`config.mk`:
```
export PLATFORM = sky130hd
export DESIGN_NAME = sample_addr_gen
export DESIGN_NICKNAME = d
export VERILOG_FILES = /design/src/rtl/sag_pkg.sv /design/src/rtl/sag_voice_step.sv /design/src/rtl/sample_addr_gen.sv
export SDC_FILE = /design/constraint.sdc
export NUM_CORES = 2
export LEC_CHECK = 0
export BUFFER_PORTS_ARGS = -buffer_cell sky130_fd_sc_hd__buf_2
export CORE_MARGIN = 1
export CORE_UTILIZATION = 35
export CTS_BUF_LIST = sky130_fd_sc_hd__clkbuf_8
export CTS_CLUSTER_DIAMETER = 100
export DETAILED_ROUTE_END_ITERATION = 7
export GPL_TIMING_DRIVEN = 0
export PLACE_DENSITY = 0.59
export SLEW_MARGIN = 40
export SYNTH_ARGS = -nofsm -noshare
export SYNTH_HDL_FRONTEND = slang
export SYNTH_SLANG_ARGS = --single-unit
```
`constraint.sdc`:
```
create_clock -name XTAL_IN -period 8 [get_ports XTAL_IN]
set_input_delay 1.6 -clock XTAL_IN [delete_from_list [all_inputs] [get_ports XTAL_IN]]
set_output_delay 1.6 -clock XTAL_IN [all_outputs]
set_load 0.01 [all_outputs]
```
`src/rtl/sag_pkg.sv`:
```
// Shared definitions for the sample address generator.
//   - default parameter values for sample_addr_gen / sag_voice_step
//   - register-select codes carried on REG_SEL_IN
//   - sweep FSM state encoding
// Optional feature macro used by the slice: SAG_LOOP_EN (see sag_voice_step).
package sag_pkg;

  localparam int SAG_DEF_NUM_VOICES = 16;
  localparam int SAG_DEF_ADDR_W     = 17;
  localparam int SAG_DEF_FRAC_W     = 10;
  localparam int SAG_DEF_PITCH_W    = 16;

  localparam logic [2:0] SEL_PITCH    = 3'd0;
  localparam logic [2:0] SEL_KEY_ON   = 3'd1;
  localparam logic [2:0] SEL_LOOP     = 3'd2;
  localparam logic [2:0] SEL_END      = 3'd3;
  localparam logic [2:0] SEL_STOP     = 3'd4;
  localparam logic [2:0] SEL_CLR_FLAG = 3'd5;

  typedef enum logic [0:0] {
    ST_IDLE  = 1'b0,
    ST_SWEEP = 1'b1
  } sag_state_e;

endpackage

```
`src/rtl/sag_voice_step.sv`:
```
// Combinational phase advance for one voice; a single instance is
// time-shared by the sweep, one voice per cycle.
//
// Macro: SAG_LOOP_EN -- when defined, a voice whose loop address is below
// its end address wraps back into the loop instead of stopping. When
// undefined every voice is one-shot (the loop input is still evaluated but
// never selected).
//
// Ports
//   phase       in   current phase, integer.fraction
//   pitch       in   unsigned phase increment (zero-extended)
//   loop_addr   in   loop start, integer address
//   end_addr    in   end address, integer address
//   active      in   voice is sounding
//   next_phase  out  phase to store after this slot
//   next_active out  active bit to store after this slot
//   end_hit     out  one-shot voice reached its end this slot
module sag_voice_step
  import sag_pkg::*;
#(
  parameter int ADDR_W  = SAG_DEF_ADDR_W,
  parameter int FRAC_W  = SAG_DEF_FRAC_W,
  parameter int PITCH_W = SAG_DEF_PITCH_W
) (
  input  logic [ADDR_W+FRAC_W-1:0] phase,
  input  logic [PITCH_W-1:0]       pitch,
  input  logic [ADDR_W-1:0]        loop_addr,
  input  logic [ADDR_W-1:0]        end_addr,
  input  logic                     active,
  output logic [ADDR_W+FRAC_W-1:0] next_phase,
  output logic                     next_active,
  output logic                     end_hit
);

  localparam int PH_W  = ADDR_W + FRAC_W;
  localparam int SUM_W = PH_W + 1;

`ifdef SAG_LOOP_EN
  localparam logic LOOP_EN = 1'b1;
`else
  localparam logic LOOP_EN = 1'b0;
`endif

  logic [SUM_W-1:0] sum;
  logic [SUM_W-1:0] span;
  logic [SUM_W-1:0] wrapped;
  logic             reached;
  logic             still_over;
  logic             use_loop;

  // One extra bit so a carry out of the integer field is seen as "past end".
  assign sum     = {1'b0, phase} + {{(SUM_W-PITCH_W){1'b0}}, pitch};
  assign reached = sum[PH_W] || (sum[PH_W-1:FRAC_W] >= end_addr);

  assign span       = {1'b0, end_addr - loop_addr, {FRAC_W{1'b0}}};
  assign wrapped    = sum - span;
  // A pitch larger than the loop length can overshoot even after one wrap.
  assign still_over = wrapped[PH_W] || (wrapped[PH_W-1:FRAC_W] >= end_addr);
  assign use_loop   = LOOP_EN && (loop_addr < end_addr);

  always_comb begin
    next_phase  = phase;
    next_active = active;
    end_hit     = 1'b0;
    if (active) begin
      if (!reached) begin
        next_phase = sum[PH_W-1:0];
      end else if (use_loop) begin
        next_phase = still_over ? {loop_addr, {FRAC_W{1'b0}}} : wrapped[PH_W-1:0];
      end else begin
        next_phase  = {end_addr, {FRAC_W{1'b0}}};
        next_active = 1'b0;
        end_hit     = 1'b1;
      end
    end
  end

endmodule

```
`src/rtl/sample_addr_gen.sv`:
```
// Wavetable sample address generator. Each SYNC_IN starts one sweep that
// presents every voice once, in order, and advances its phase by its pitch.
//
// Macro: SAG_LOOP_EN -- enables looping voices (handled in sag_voice_step).
//
// Ports
//   XTAL_IN        in   clock, rising edge
//   RESET_IN       in   synchronous active-high reset
//   SYNC_IN        in   frame strobe, starts a sweep from IDLE
//   REG_WE_IN      in   register write strobe
//   REG_VOICE_IN   in   target voice of the write
//   REG_SEL_IN     in   register select (see sag_pkg SEL_*)
//   REG_DATA_IN    in   write data (pitch uses the low PITCH_W bits)
//   WR_A_OUT       out  integer part of the presented (pre-increment) phase
//   FRAC_OUT       out  fractional part of the presented phase
//   SLOT_OUT       out  voice index of the presented slot
//   VALID_OUT      out  a slot is presented this cycle
//   ACTIVE_OUT     out  presented voice is sounding
//   END_FLAGS_OUT  out  sticky per-voice end-reached flags
//   IRQ_OUT        out  OR of END_FLAGS_OUT
//   OVERRUN_OUT    out  one-cycle pulse, SYNC_IN seen during a sweep
//
// state    | meaning
// ST_IDLE  | waiting for SYNC_IN; outputs hold last presented slot
// ST_SWEEP | presenting voice `slot`, advancing it at the end of the cycle
module sample_addr_gen
  import sag_pkg::*;
#(
  parameter int NUM_VOICES = SAG_DEF_NUM_VOICES,
  parameter int ADDR_W     = SAG_DEF_ADDR_W,
  parameter int FRAC_W     = SAG_DEF_FRAC_W,
  parameter int PITCH_W    = SAG_DEF_PITCH_W
) (
  input  logic                          XTAL_IN,
  input  logic                          RESET_IN,
  input  logic                          SYNC_IN,
  input  logic                          REG_WE_IN,
  input  logic [$clog2(NUM_VOICES)-1:0] REG_VOICE_IN,
  input  logic [2:0]                    REG_SEL_IN,
  input  logic [ADDR_W-1:0]             REG_DATA_IN,
  output logic [ADDR_W-1:0]             WR_A_OUT,
  output logic [FRAC_W-1:0]             FRAC_OUT,
  output logic [$clog2(NUM_VOICES)-1:0] SLOT_OUT,
  output logic                          VALID_OUT,
  output logic                          ACTIVE_OUT,
  output logic [NUM_VOICES-1:0]         END_FLAGS_OUT,
  output logic                          IRQ_OUT,
  output logic                          OVERRUN_OUT
);

  localparam int VW   = $clog2(NUM_VOICES);
  localparam int PH_W = ADDR_W + FRAC_W;
  localparam logic [VW-1:0] LAST_SLOT = VW'(NUM_VOICES - 1);

  sag_state_e          state;
  logic [VW-1:0]       slot;
  logic                in_sweep;

  // Per-voice state. The start address is loaded straight into phase on
  // key-on; nothing reads it afterwards, so it is not kept separately.
  logic [PH_W-1:0]     phase     [NUM_VOICES];
  logic [PITCH_W-1:0]  pitch     [NUM_VOICES];
  logic [ADDR_W-1:0]   loop_addr [NUM_VOICES];
  logic [ADDR_W-1:0]   end_addr  [NUM_VOICES];
  logic [NUM_VOICES-1:0] active;
  logic [NUM_VOICES-1:0] end_flags;

  logic [ADDR_W-1:0]   hold_addr;
  logic [FRAC_W-1:0]   hold_frac;
  logic                overrun;

  logic [PH_W-1:0]     cur_phase;
  logic [PH_W-1:0]     step_phase;
  logic                step_active;
  logic                step_end_hit;

  assign in_sweep  = (state == ST_SWEEP);
  assign cur_phase = phase[slot];

  sag_voice_step #(
    .ADDR_W  (ADDR_W),
    .FRAC_W  (FRAC_W),
    .PITCH_W (PITCH_W)
  ) u_step (
    .phase       (cur_phase),
    .pitch       (pitch[slot]),
    .loop_addr   (loop_addr[slot]),
    .end_addr    (end_addr[slot]),
    .active      (active[slot]),
    .next_phase  (step_phase),
    .next_active (step_active),
    .end_hit     (step_end_hit)
  );

  // Outside a sweep the address outputs show the last presented slot.
  assign WR_A_OUT      = in_sweep ? cur_phase[PH_W-1:FRAC_W] : hold_addr;
  assign FRAC_OUT      = in_sweep ? cur_phase[FRAC_W-1:0]    : hold_frac;
  assign SLOT_OUT      = slot;
  assign VALID_OUT     = in_sweep;
  assign ACTIVE_OUT    = in_sweep && active[slot];
  assign END_FLAGS_OUT = end_flags;
  assign IRQ_OUT       = |end_flags;
  assign OVERRUN_OUT   = overrun;

  always_ff @(posedge XTAL_IN) begin
    if (RESET_IN) begin
      state     <= ST_IDLE;
      slot      <= '0;
      active    <= '0;
      end_flags <= '0;
      hold_addr <= '0;
      hold_frac <= '0;
      overrun   <= 1'b0;
      for (int v = 0; v < NUM_VOICES; v++) begin
        phase[v]     <= '0;
        pitch[v]     <= '0;
        loop_addr[v] <= '0;
        end_addr[v]  <= '0;
      end
    end else begin
      overrun <= in_sweep && SYNC_IN;

      case (state)
        ST_IDLE: begin
          if (SYNC_IN) begin
            state <= ST_SWEEP;
            slot  <= '0;
          end
        end
        ST_SWEEP: begin
          hold_addr     <= cur_phase[PH_W-1:FRAC_W];
          hold_frac     <= cur_phase[FRAC_W-1:0];
          phase[slot]   <= step_phase;
          active[slot]  <= step_active;
          if (step_end_hit) begin
            end_flags[slot] <= 1'b1;
          end
          if (slot == LAST_SLOT) begin
            state <= ST_IDLE;
          end else begin
            slot <= slot + 1'b1;
          end
        end
        default: state <= ST_IDLE;
      endcase

      // Placed after the sweep update so a write to the voice being swept
      // overrides its phase/active/flag result for this cycle.
      if (REG_WE_IN) begin
        case (REG_SEL_IN)
          SEL_PITCH: pitch[REG_VOICE_IN] <= REG_DATA_IN[PITCH_W-1:0];
          SEL_KEY_ON: begin
            phase[REG_VOICE_IN]     <= {REG_DATA_IN, {FRAC_W{1'b0}}};
            active[REG_VOICE_IN]    <= 1'b1;
            end_flags[REG_VOICE_IN] <= 1'b0;
          end
          SEL_LOOP:     loop_addr[REG_VOICE_IN] <= REG_DATA_IN;
          SEL_END:      end_addr[REG_VOICE_IN]  <= REG_DATA_IN;
          SEL_STOP:     active[REG_VOICE_IN]    <= 1'b0;
          SEL_CLR_FLAG: end_flags[REG_VOICE_IN] <= 1'b0;
          default: ;
        endcase
      end
    end
  end

endmodule

```
==> results.md <==
* Area growth, synth to finish at 15.6%
* Crit-path max FO at 19
* TritonCTS Sinks at between 1,000 and 1,500
* Critical Path RT at 8.62 ns
* Critical Path Sink Type: register
* Tmin final at around 7.9 ns
* Placed Area at between 50,000 and 60,000 um^2
* DR WL/cell at approximately 31 um
* DR vias at roughly 36,000
* Post-synth EDFFs at 800
* DRT Pass-1 Iters at 7
* Die Height at 380 um
* CTS tree: done
* Netlist cell types at 94
* Layout cells sized above 1 at between 20 and 25%
* Nets@finish at between 4,000 and 5,000
* Hpwl dp at about 130 mm
* Clock-pin transition on the worst setup and hold timing paths at approximately 0.06 ns
* CTS Buf Count at around 180
* Worst slack, placed at -3.27 ns
* FF-to-FF setup slack at roughly 0.11 ns
* Initial drt markers at 5,112
* Final wirelength at 189 mm
* DRC violations left at 0
* Synthesized flop and latch total at 1,029
* Final worst clock skew at 0.0490 ns
* Die area at roughly 140,000 um^2
* Congestion Overflow GR at 0
* Worst Setup Slack, final at around 0.11 ns
* Cell Rows at 138
* Worst-Margin Slew at 1.04 ns
* # H-tree levels at 4
* Core area at about 140,000 um^2
* Hold crit path type: register to register
* Critical path class: register to register
* CTS Buffer Depth at 3
* Metal3 WL at 22.1 mm
* CTS root buf: clkbuf_8
* M1 wire length at 74.1 mm
* # hold bufs at CTS at 0
* Vias in the first global route at between 30,000 and 40,000
* Fmax at approximately 0.13 GHz
* Max Slew Vio Count at 0
* IO Port Bufs at 63
* Startpoint Class: register
* Final ANT Viol Nets at 0
* Syn_area_per_cell at ~13 um^2
* Post-synth ARST share at 0%
* GPL Wtd Cong at between 0.9 and 1
* Ys Warns at 0
* Initial cell density of the core at between 30% and 40%
* Vias/cell at 5.86
* GR Util All Layers at roughly a quarter
* Max-cap viol count at 0
* Leakage power at 19.8 nW
* Syn Inst Count at 3,776
* Status: finished, final reports clean
* Top_reg_cell synth: edfxtp_1
* Clk_lat worst skew at ~0.92 ns
* Synth Cell Area at approximately 50,000 um^2
* Max transition margin at just over 30%
* Finished Cell Area at roughly 58,000 um^2
* Period utilisation layout at slightly below 100%
* Crit path arrival time at between 8 and 9 ns
* Register area share after synthesis at between 50% and 60%
* Final setup TNS at 0 ns
* Io pins at just under 80
* Largest net degree at the start of global routing at 20
* Final cell utilization of the core at 40.8%
* Die X at roughly 380 um
* Final Hold Violating Endpoints at 0
* Top layer in use: met5
* Pwr dens at just over 200 nW/um^2
* Final setup fails at 0
* Peak supply drop at ~140 uV
* Antenna violations before repair at 11
* First-pass GRT wire length at between 200 and 300 mm
* Mapped Nets at roughly 3,800
* DR WL met2 at approximately 84 mm
-- placed cells by master (no fill, tap or decap), types with 17 or more instances in the layout --
cell      instances
nand2_1         344
nor2_1          127
a21oi_1          42
clkinv_1         24
buf_4            52
dfxtp_1         226
a31oi_1          18
buf_2            89
o21ai_1          25
clkbuf_1        211
and2_1          562
o31ai_1          18
o21ai_4          33
clkbuf_8        191
mux4_2          258
ha_1             37
edfxtp_1        800
buf_6            29
inv_1            88
a311oi_1         17
mux2_2           34
nor3_1           55
mux4_1           31
clkbuf_2         53
clkinv_2         19
nand3_1          30
a22o_1          157
buf_8            40
o21ai_0         241
-- cells in the mapped netlist, types with 10 or more instances --
cell type  count  area share [%]
o32ai_1       16            0.28
o31ai_1       18            0.27
clkbuf_1     279             2.1
xnor2_1       11            0.19
ha_1          37            0.93
mux2_2        34            0.77
a32o_1        16            0.32
nor3_1        59            0.59
edfxtp_1     800              48
nand3_1       32            0.32
a21oi_1       43            0.43
nand2_1      345             2.6
a31oi_1       21            0.26
o31a_1        14            0.25
a211oi_1      11            0.17
dfxtp_1      229             9.2
o41ai_2       10            0.33
a22o_1       157             2.8
buf_6         28            0.63
a311oi_1      17            0.30
nand4_1       12            0.15
buf_2         46            0.46
a221oi_1      18            0.32
nor2b_1       14            0.18
mux4_2       258              12
nor2_1       129            0.97
or3_1         16            0.20
o21ai_1       22            0.22
inv_1         37            0.28
and2_1       563             7.0
mux4_1        31             1.6
o21ai_0      278             2.8
-- cell type report --
| type | instances | area [um^2] |
|---|---|---|
| clock inverter | 122 | 622 |
| multi-input combinational | 2324 | 20000 |
| buffer | 379 | 2260 |
| antenna | 5 | 12.5 |
| inverter | 38 | 143 |
| sequential | 1029 | 28600 |
| timing repair buffer | 136 | 1210 |
| tap | 1890 | 2360 |
| clock buffer | 187 | 2570 |
| fill | 13400 | 83800 |
-- critical path, cell delays in order (launching register included) --
cell	delay [ns]
dfxtp_1	0.46
buf_4	0.31
buf_6	0.26
buf_12	0.25
buf_6	0.22
buf_4	0.28
buf_8	0.25
buf_6	0.22
mux4_2	0.57
ha_1	0.29
buf_2	0.18
and3_2	0.26
nand3_1	0.19
o21bai_4	0.26
a2111oi_4	0.51
a21boi_1	0.15
or2_2	0.32
ha_1	0.31
a211oi_2	0.26
o21ai_2	0.13
a211oi_2	0.31
a211o_1	0.25
nand3_2	0.17
or4b_4	0.59
nand3_2	0.17
clkbuf_4	0.22
o21ai_0	0.12
-- flip-flops by register name, summed over array words and instances (netlist names), named ones only --
signal / flops
phase: 432
end_addr: 272
OVERRUN_OUT: 1
VALID_OUT: 1
hold_frac: 10
SLOT_OUT: 4
pitch: 256
active: 16
hold_addr: 17
END_FLAGS_OUT: 16
-- per-stage QoR --
stage | cells | total power [mW] | hold slack, ns
after detailed placement | 5762 | 7.33 | 0.437
after CTS | 6084 | 11.8 | 0.451
after global placement | 5729 | 7.28 | 0.429
final | 6110 | 11.9 | 0.449
after global routing | 6109 | 12.1 | 0.463
after floorplan | 3776 | 6.81 | 0.420
-- final timing paths --
check / startpoint / to / cells after the start
max: register / phase[14][19] / 26
min: phase[14][4] / phase[14][4] / 2
max reg2reg: register / phase[14][19] / 26
min reg2reg: phase[14][4] / phase[14][4] / 2
-- metal layers --
metal | up-vias | global-route usage, %
li1 | 14900 | -
met5 | - | 0
met3 | 379 | 7.06
met2 | 2313 | 39.0
met1 | 18200 | 34.1
met4 | 2 | 11.5
-- timing repair --
| item | 4_1_cts | 5_1_grt |
|---|---|---|
| pin swaps | 14 | 14 |
| gates cloned | 1 | 0 |
| endpoints found under the setup margin | 464 | 430 |
| setup buffers | 15 | 24 |
| resized for setup | 139 | 35 |
-- power breakdown --
| part | switching [mW] | leakage [nW] | internal [mW] | total, mW |
|---|---|---|---|---|
| Clock | 2.27 | 1.89 | 2.25 | 4.52 |
| Sequential | 0.0543 | 9.68 | 5.95 | 6.00 |
| Combinational | 0.886 | 8.26 | 0.454 | 1.34 |
| Total | 3.21 | 19.8 | 8.65 | 11.9 |
-- cell families (layout without fill, tap and decap cells) --
family	Yosys count	count (layout)	share of synthesized area, %
adder cells (fa/ha/maj)	38	38	0.967
multiplexers	332	332	14.2
AO/OA/AOI/OAI	717	717	10.2
flip-flops	1029	1029	57.3
buffers and inverters	423	862	4.12
other	0	5	0
XOR/XNOR	16	16	0.280
AND/OR/NAND/NOR	1221	1221	12.9
Note: power is estimated with default switching activity, not from simulation.
